File: config.mk
export PLATFORM = sky130hd
export DESIGN_NAME = qmult_pipe
export DESIGN_NICKNAME = d
export VERILOG_FILES = /design/src/rtl/qmult_pipe.sv
export SDC_FILE = /design/constraint.sdc
export NUM_CORES = 2
export LEC_CHECK = 0
export CORE_AREA = 2 2 277 279
export DETAILED_ROUTE_END_ITERATION = 8
export DIE_AREA = 0 0 279 281
export GPL_ROUTABILITY_DRIVEN = 0
export PLACE_DENSITY = 0.73
export SYNTH_ARGS = -nofsm -noshare
export SYNTH_HDL_FRONTEND = slang
export SYNTH_SLANG_ARGS = --single-unit
File: constraint.sdc
create_clock -name clk -period 7.4 [get_ports clk]
set_input_delay 1.48 -clock clk [delete_from_list [all_inputs] [get_ports clk]]
set_output_delay 1.48 -clock clk [all_outputs]
set_load 0.005 [all_outputs]
File: src/rtl/qmult_pipe.sv
// ============================================================================
//  Module   : qmult_pipe
//  Purpose  : Pipelined sign-magnitude Q-format multiplier with valid/ready
//             handshake, saturation on overflow and canonical zero.
//             The multiply is registered in the first stage. Saturation,
//             optional rounding and sign handling are registered in the last
//             stage. Any stages in between are plain delay.
//  Options  : QMULT_PIPE_ROUND_EN - round-half-up on the truncated magnitude
//             (default: truncation only, no rounding adder)
//  Revision : 1.0 - initial pipelined release
// ============================================================================
`default_nettype none

module qmult_pipe #(
    parameter int N      = 32,  // word width including sign bit
    parameter int Q      = 15,  // fractional bits, 1..N-2
    parameter int STAGES = 2    // accept-to-o_valid latency, 1..4
) (
    input  logic         clk,
    input  logic         rst,
    input  logic         i_valid,
    output logic         o_ready,
    input  logic [N-1:0] i_multiplicand,
    input  logic [N-1:0] i_multiplier,
    output logic         o_valid,
    input  logic         i_ready,
    output logic [N-1:0] o_result,
    output logic         o_ovr
);

    localparam int c_prod_w = 2 * N - 2;

    logic [STAGES-1:0]   r_vld;
    logic [STAGES:0]     w_vld_in;
    logic                w_adv;
    logic [c_prod_w-1:0] w_prod;
    logic                w_sign;
    logic [N-1:0]        r_result;
    logic                r_ovr;

    // Post-processing: returns {ovr, sign, magnitude} for a raw magnitude product.
    function automatic logic [N:0] post_proc(input logic [c_prod_w-1:0] p,
                                             input logic                s);
        logic         ovf;
        logic [N-2:0] mag;
`ifdef QMULT_PIPE_ROUND_EN
        logic [N-1:0] rnd;
        // Extra top bit catches the carry-out of the rounding increment.
        rnd = {1'b0, p[N-2+Q:Q]} + {{(N-1){1'b0}}, p[Q-1]};
        ovf = (|p[c_prod_w-1:N-1+Q]) | rnd[N-1];
        mag = ovf ? '1 : rnd[N-2:0];
`else
        ovf = |p[c_prod_w-1:N-1+Q];
        mag = ovf ? '1 : p[N-2+Q:Q];
`endif
        // A zero magnitude always leaves with a positive sign.
        return {ovf, s & (mag != '0), mag};
    endfunction

    // Whole pipeline moves together whenever the output slot is free or draining.
    assign w_adv   = !r_vld[STAGES-1] || i_ready;
    assign o_ready = w_adv;
    assign o_valid = r_vld[STAGES-1];
    assign o_result = r_result;
    assign o_ovr    = r_ovr;

    assign w_prod   = c_prod_w'(i_multiplicand[N-2:0]) * c_prod_w'(i_multiplier[N-2:0]);
    assign w_sign   = i_multiplicand[N-1] ^ i_multiplier[N-1];
    assign w_vld_in = {r_vld, i_valid};

    // Valid shift chain; bubbles travel through like any other slot.
    always_ff @(posedge clk) begin
        if (rst) begin
            r_vld <= '0;
        end else if (w_adv) begin
            r_vld <= w_vld_in[STAGES-1:0];
        end
    end

    generate
        if (STAGES == 1) begin : g_single
            // Multiply and post-process land in the one and only register.
            always_ff @(posedge clk) begin
                if (rst) begin
                    r_result <= '0;
                    r_ovr    <= 1'b0;
                end else if (w_adv) begin
                    {r_ovr, r_result} <= post_proc(w_prod, w_sign);
                end
            end
        end else begin : g_multi
            logic [c_prod_w-1:0] r_prod [STAGES-1];
            logic                r_sign [STAGES-1];

            // First stage captures the raw magnitude product and result sign.
            always_ff @(posedge clk) begin
                if (w_adv) begin
                    r_prod[0] <= w_prod;
                    r_sign[0] <= w_sign;
                end
            end

            for (genvar i = 1; i < STAGES - 1; i++) begin : g_dly
                // Pure delay stage.
                always_ff @(posedge clk) begin
                    if (w_adv) begin
                        r_prod[i] <= r_prod[i-1];
                        r_sign[i] <= r_sign[i-1];
                    end
                end
            end

            // Last stage saturates, optionally rounds, and fixes the sign.
            always_ff @(posedge clk) begin
                if (rst) begin
                    r_result <= '0;
                    r_ovr    <= 1'b0;
                end else if (w_adv) begin
                    {r_ovr, r_result} <= post_proc(r_prod[STAGES-2], r_sign[STAGES-2]);
                end
            end
        end
    endgenerate

endmodule

`default_nettype wire

==> out/metrics.cfg <==
[outcome]
outcome=finished with violations
violations=setup timing

[final_layout]
finalNetCount=5261
layout-drive-gt1-share=0.258
area_growth_pct=31.1
fillCellCount=5741

[route]
first_pass_iters=7
wl_um=114000
drt_iter0_markers=2069
vias=28000
drc=0
ant_nets=0
via_per_inst=5.50
route.detailed.wl_per_inst_um=22.4

[synthesis]
yosys_warnings=0
synthCells=3617
synthArstFlopShare=0
synth_area_leader_cell=fa_1
synth_seq_cells=83
synth_nets=4773
netlist.area_leader.share=0.497
yosys_most_used_dff=edfxtp_1
synthTopCellsByArea=fa_1 (50%), and2_1 (9.7%), ha_1 (9.4%), inv_1 (8.6%), nand2_1 (5.4%)
yosysSeqAreaShare=0.0636
ys_types=64
syn_area_um2=33700
synth-edff-count=48
postSynthAreaPerCell_um2=9.30

[sta]
timing_hold_violations_final=0
fin_crit_ns=8.25
relSlewSlack=0.351
min_period_over_period=1.12
layout_setup_ws_ns=-0.852
clock.fmax_ghz=0.121
rsz0062_at_grt=true
setup_viol=35
fin_worst_skew_ns=0.00768
drv_slew=0
worst_pin_slew_ns=0.973
fin_tns_setup_ns=-20.32

[setup_path]
rr_startpoint=g_multi.r_prod[0][48]$_DFFE_PP_
rrSetupSlack_ns=5.39
path_class=primary input to flip-flop
r2r_end=o_result[31]$_SDFFE_PP0P_
critPathMaxFanout=12
max_stage_delay_ns=0.64
cp-start-kind=primary input
critPathSlowestCell=fa_1
cp_top_family=adder cells
cp_common_cell=fa_1
end_kind=flip-flop
critPathBufInv=10
worstPathRequired_ns=7.48
crit_arrival_ns=8.33
worst_r2r_path_depth=6

[cts]
cts_max_path_buffers=2
cts_hold_buffers=0
root_buffer=clkbuf_16
cts_max_level=3
cts_tree=done
clk_pin_slew_worst_paths_ns=0.06
clk-insertion-delay-late_ns=0.34
cts_buffers=9
cts.sinks=83

[die]
rows=101
fp.dieH_um=281
dieArea_um2=78400
start_util=0.446
core_um2=75400
ios=103
die_w_um=279

[global_routing]
grt_max_degree=83
gr-total-overflow=0
grt_pass1_vias=31400
grt_pass1_wl_um=173000
grt_antenna_before_repair=9
grt_usage=0.292

[placement]
io_buffers=102
hpwl_um=77300

[worst_hold_path]
holdPathEnd=o_result[31]$_SDFFE_PP0P_
min_from=o_result[31]$_SDFFE_PP0P_
hp-class=flip-flop to flip-flop
holdPathStages=2

[flow_run]
cap_violations=0

metal layers:
layer,vias to the layer above,share of wire,global-route usage
li1,11600,-,-
met2,1628,0.48,0.491
met5,-,0.00037,0
met1,14100,0.33,0.333
met3,649,0.10,0.0681
met4,6,0.084,0.191
state kept, by name, summed over array words and instances (netlist names):
| register | cells |
|---|---|
| g_multi.r_sign | 1 |
| o_ovr | 1 |
| r_vld | 2 |
| o_result | 32 |
| g_multi.r_prod | 47 |
metrics by stage:
step | hold slack [ns] | setup WS [ns] | cell area, um2 | cells | util
after floorplan | 0.432 | -0.438 | 34200 | 3617 | -
after global placement | 0.439 | -1.38 | 39400 | 4895 | 0.522
after detailed placement | 0.446 | -1.43 | 39400 | 4895 | 0.522
after CTS | 0.455 | -0.632 | 43200 | 5059 | 0.572
after global routing | 0.503 | -1.01 | 44100 | 5088 | 0.585
final | 0.454 | -0.852 | 44100 | 5095 | 0.585
worst register-to-register path: cells and delay by family, from the launching register on:
kind            cells  cell delay, ns
compound gates      1            0.08
buf+inv             1            0.26
flops               1            0.36
simple gates        4            1.19
logic make-up after synthesis:
| kind of cell | Yosys count | share of synthesized area |
|---|---|---|
| flops | 83 | 0.0636 |
| fa+ha+maj | 1088 | 0.591 |
| compound gates | 190 | 0.0397 |
| simple gates | 1210 | 0.181 |
| xor+xnor | 51 | 0.0133 |
| buf+inv | 995 | 0.111 |
repair_timing:
action,4_1_cts,5_1_grt
cloned,43,1
gates resized for setup,603,235
pin swaps,269,197
endpoints found under the setup margin,47,43
buffers inserted,109,40
placed cells by master, fill, tap and decap left out, types with 48 or more instances in the layout:
master	n
buf_4	372
edfxtp_1	48
fa_1	761
nor3_1	66
nor2_1	54
ha_1	214
nand2_1	457
buf_12	91
fa_2	75
buf_6	92
inv_1	725
and2_4	76
and2_1	445
inv_2	50
Yosys cell counts (3+ instances only):
| library cell | count |
|---|---|
| inv_1 | 774 |
| xnor2_1 | 32 |
| and3_1 | 9 |
| o21ai_0 | 21 |
| a31o_2 | 3 |
| nor4_1 | 11 |
| a21oi_1 | 57 |
| nor2_1 | 67 |
| ha_1 | 252 |
| fa_1 | 836 |
| clkbuf_1 | 213 |
| o21a_1 | 3 |
| o31ai_1 | 6 |
| nand3_1 | 15 |
| o211ai_1 | 3 |
| nand2_1 | 486 |
| dfxtp_1 | 35 |
| a211oi_1 | 3 |
| nand4_1 | 18 |
| o21ai_2 | 3 |
| and2_1 | 521 |
| a31oi_1 | 13 |
| o21bai_1 | 9 |
| edfxtp_1 | 48 |
| nor3_1 | 69 |
| a21o_1 | 39 |
| xor2_1 | 19 |
| or4_1 | 3 |
| a21oi_2 | 4 |
worst max-delay path by stage:
stage / slack, ns / cells past startpoint / end / from
global route: -1.01 / 26 / g_multi.r_prod[0][57]$_DFFE_PP_ / i_multiplier[27]
finish: -0.85 / 28 / g_multi.r_prod[0][48]$_DFFE_PP_ / i_multiplier[21]
floorplan: -0.44 / 23 / g_multi.r_prod[0][58]$_DFFE_PP_ / i_multiplicand[14]
CTS: -0.63 / 27 / g_multi.r_prod[0][58]$_DFFE_PP_ / i_multiplicand[11]
global placement: -1.38 / 28 / g_multi.r_prod[0][32]$_DFFE_PP_ / i_multiplicand[7]
detailed placement: -1.43 / 28 / g_multi.r_prod[0][32]$_DFFE_PP_ / i_multiplicand[7]
area by class of cell:
type | count | area (um2) | share of cell area
Clock inverter | 7 | 98.8 | 0.00224
Sequential cell | 83 | 2140 | 0.0485
Timing Repair Buffer | 697 | 7980 | 0.181
Inverter | 775 | 2910 | 0.0659
Multi-Input combinational cell | 2539 | 29500 | 0.669
Clock buffer | 9 | 225 | 0.00510
Tap cell | 978 | 1220 | 0.0277
Antenna cell | 7 | 17.5 | 0.000397
Power is not shown: default switching activity piles up to over one toggle a cycle in this logic, so the estimate is an artifact.
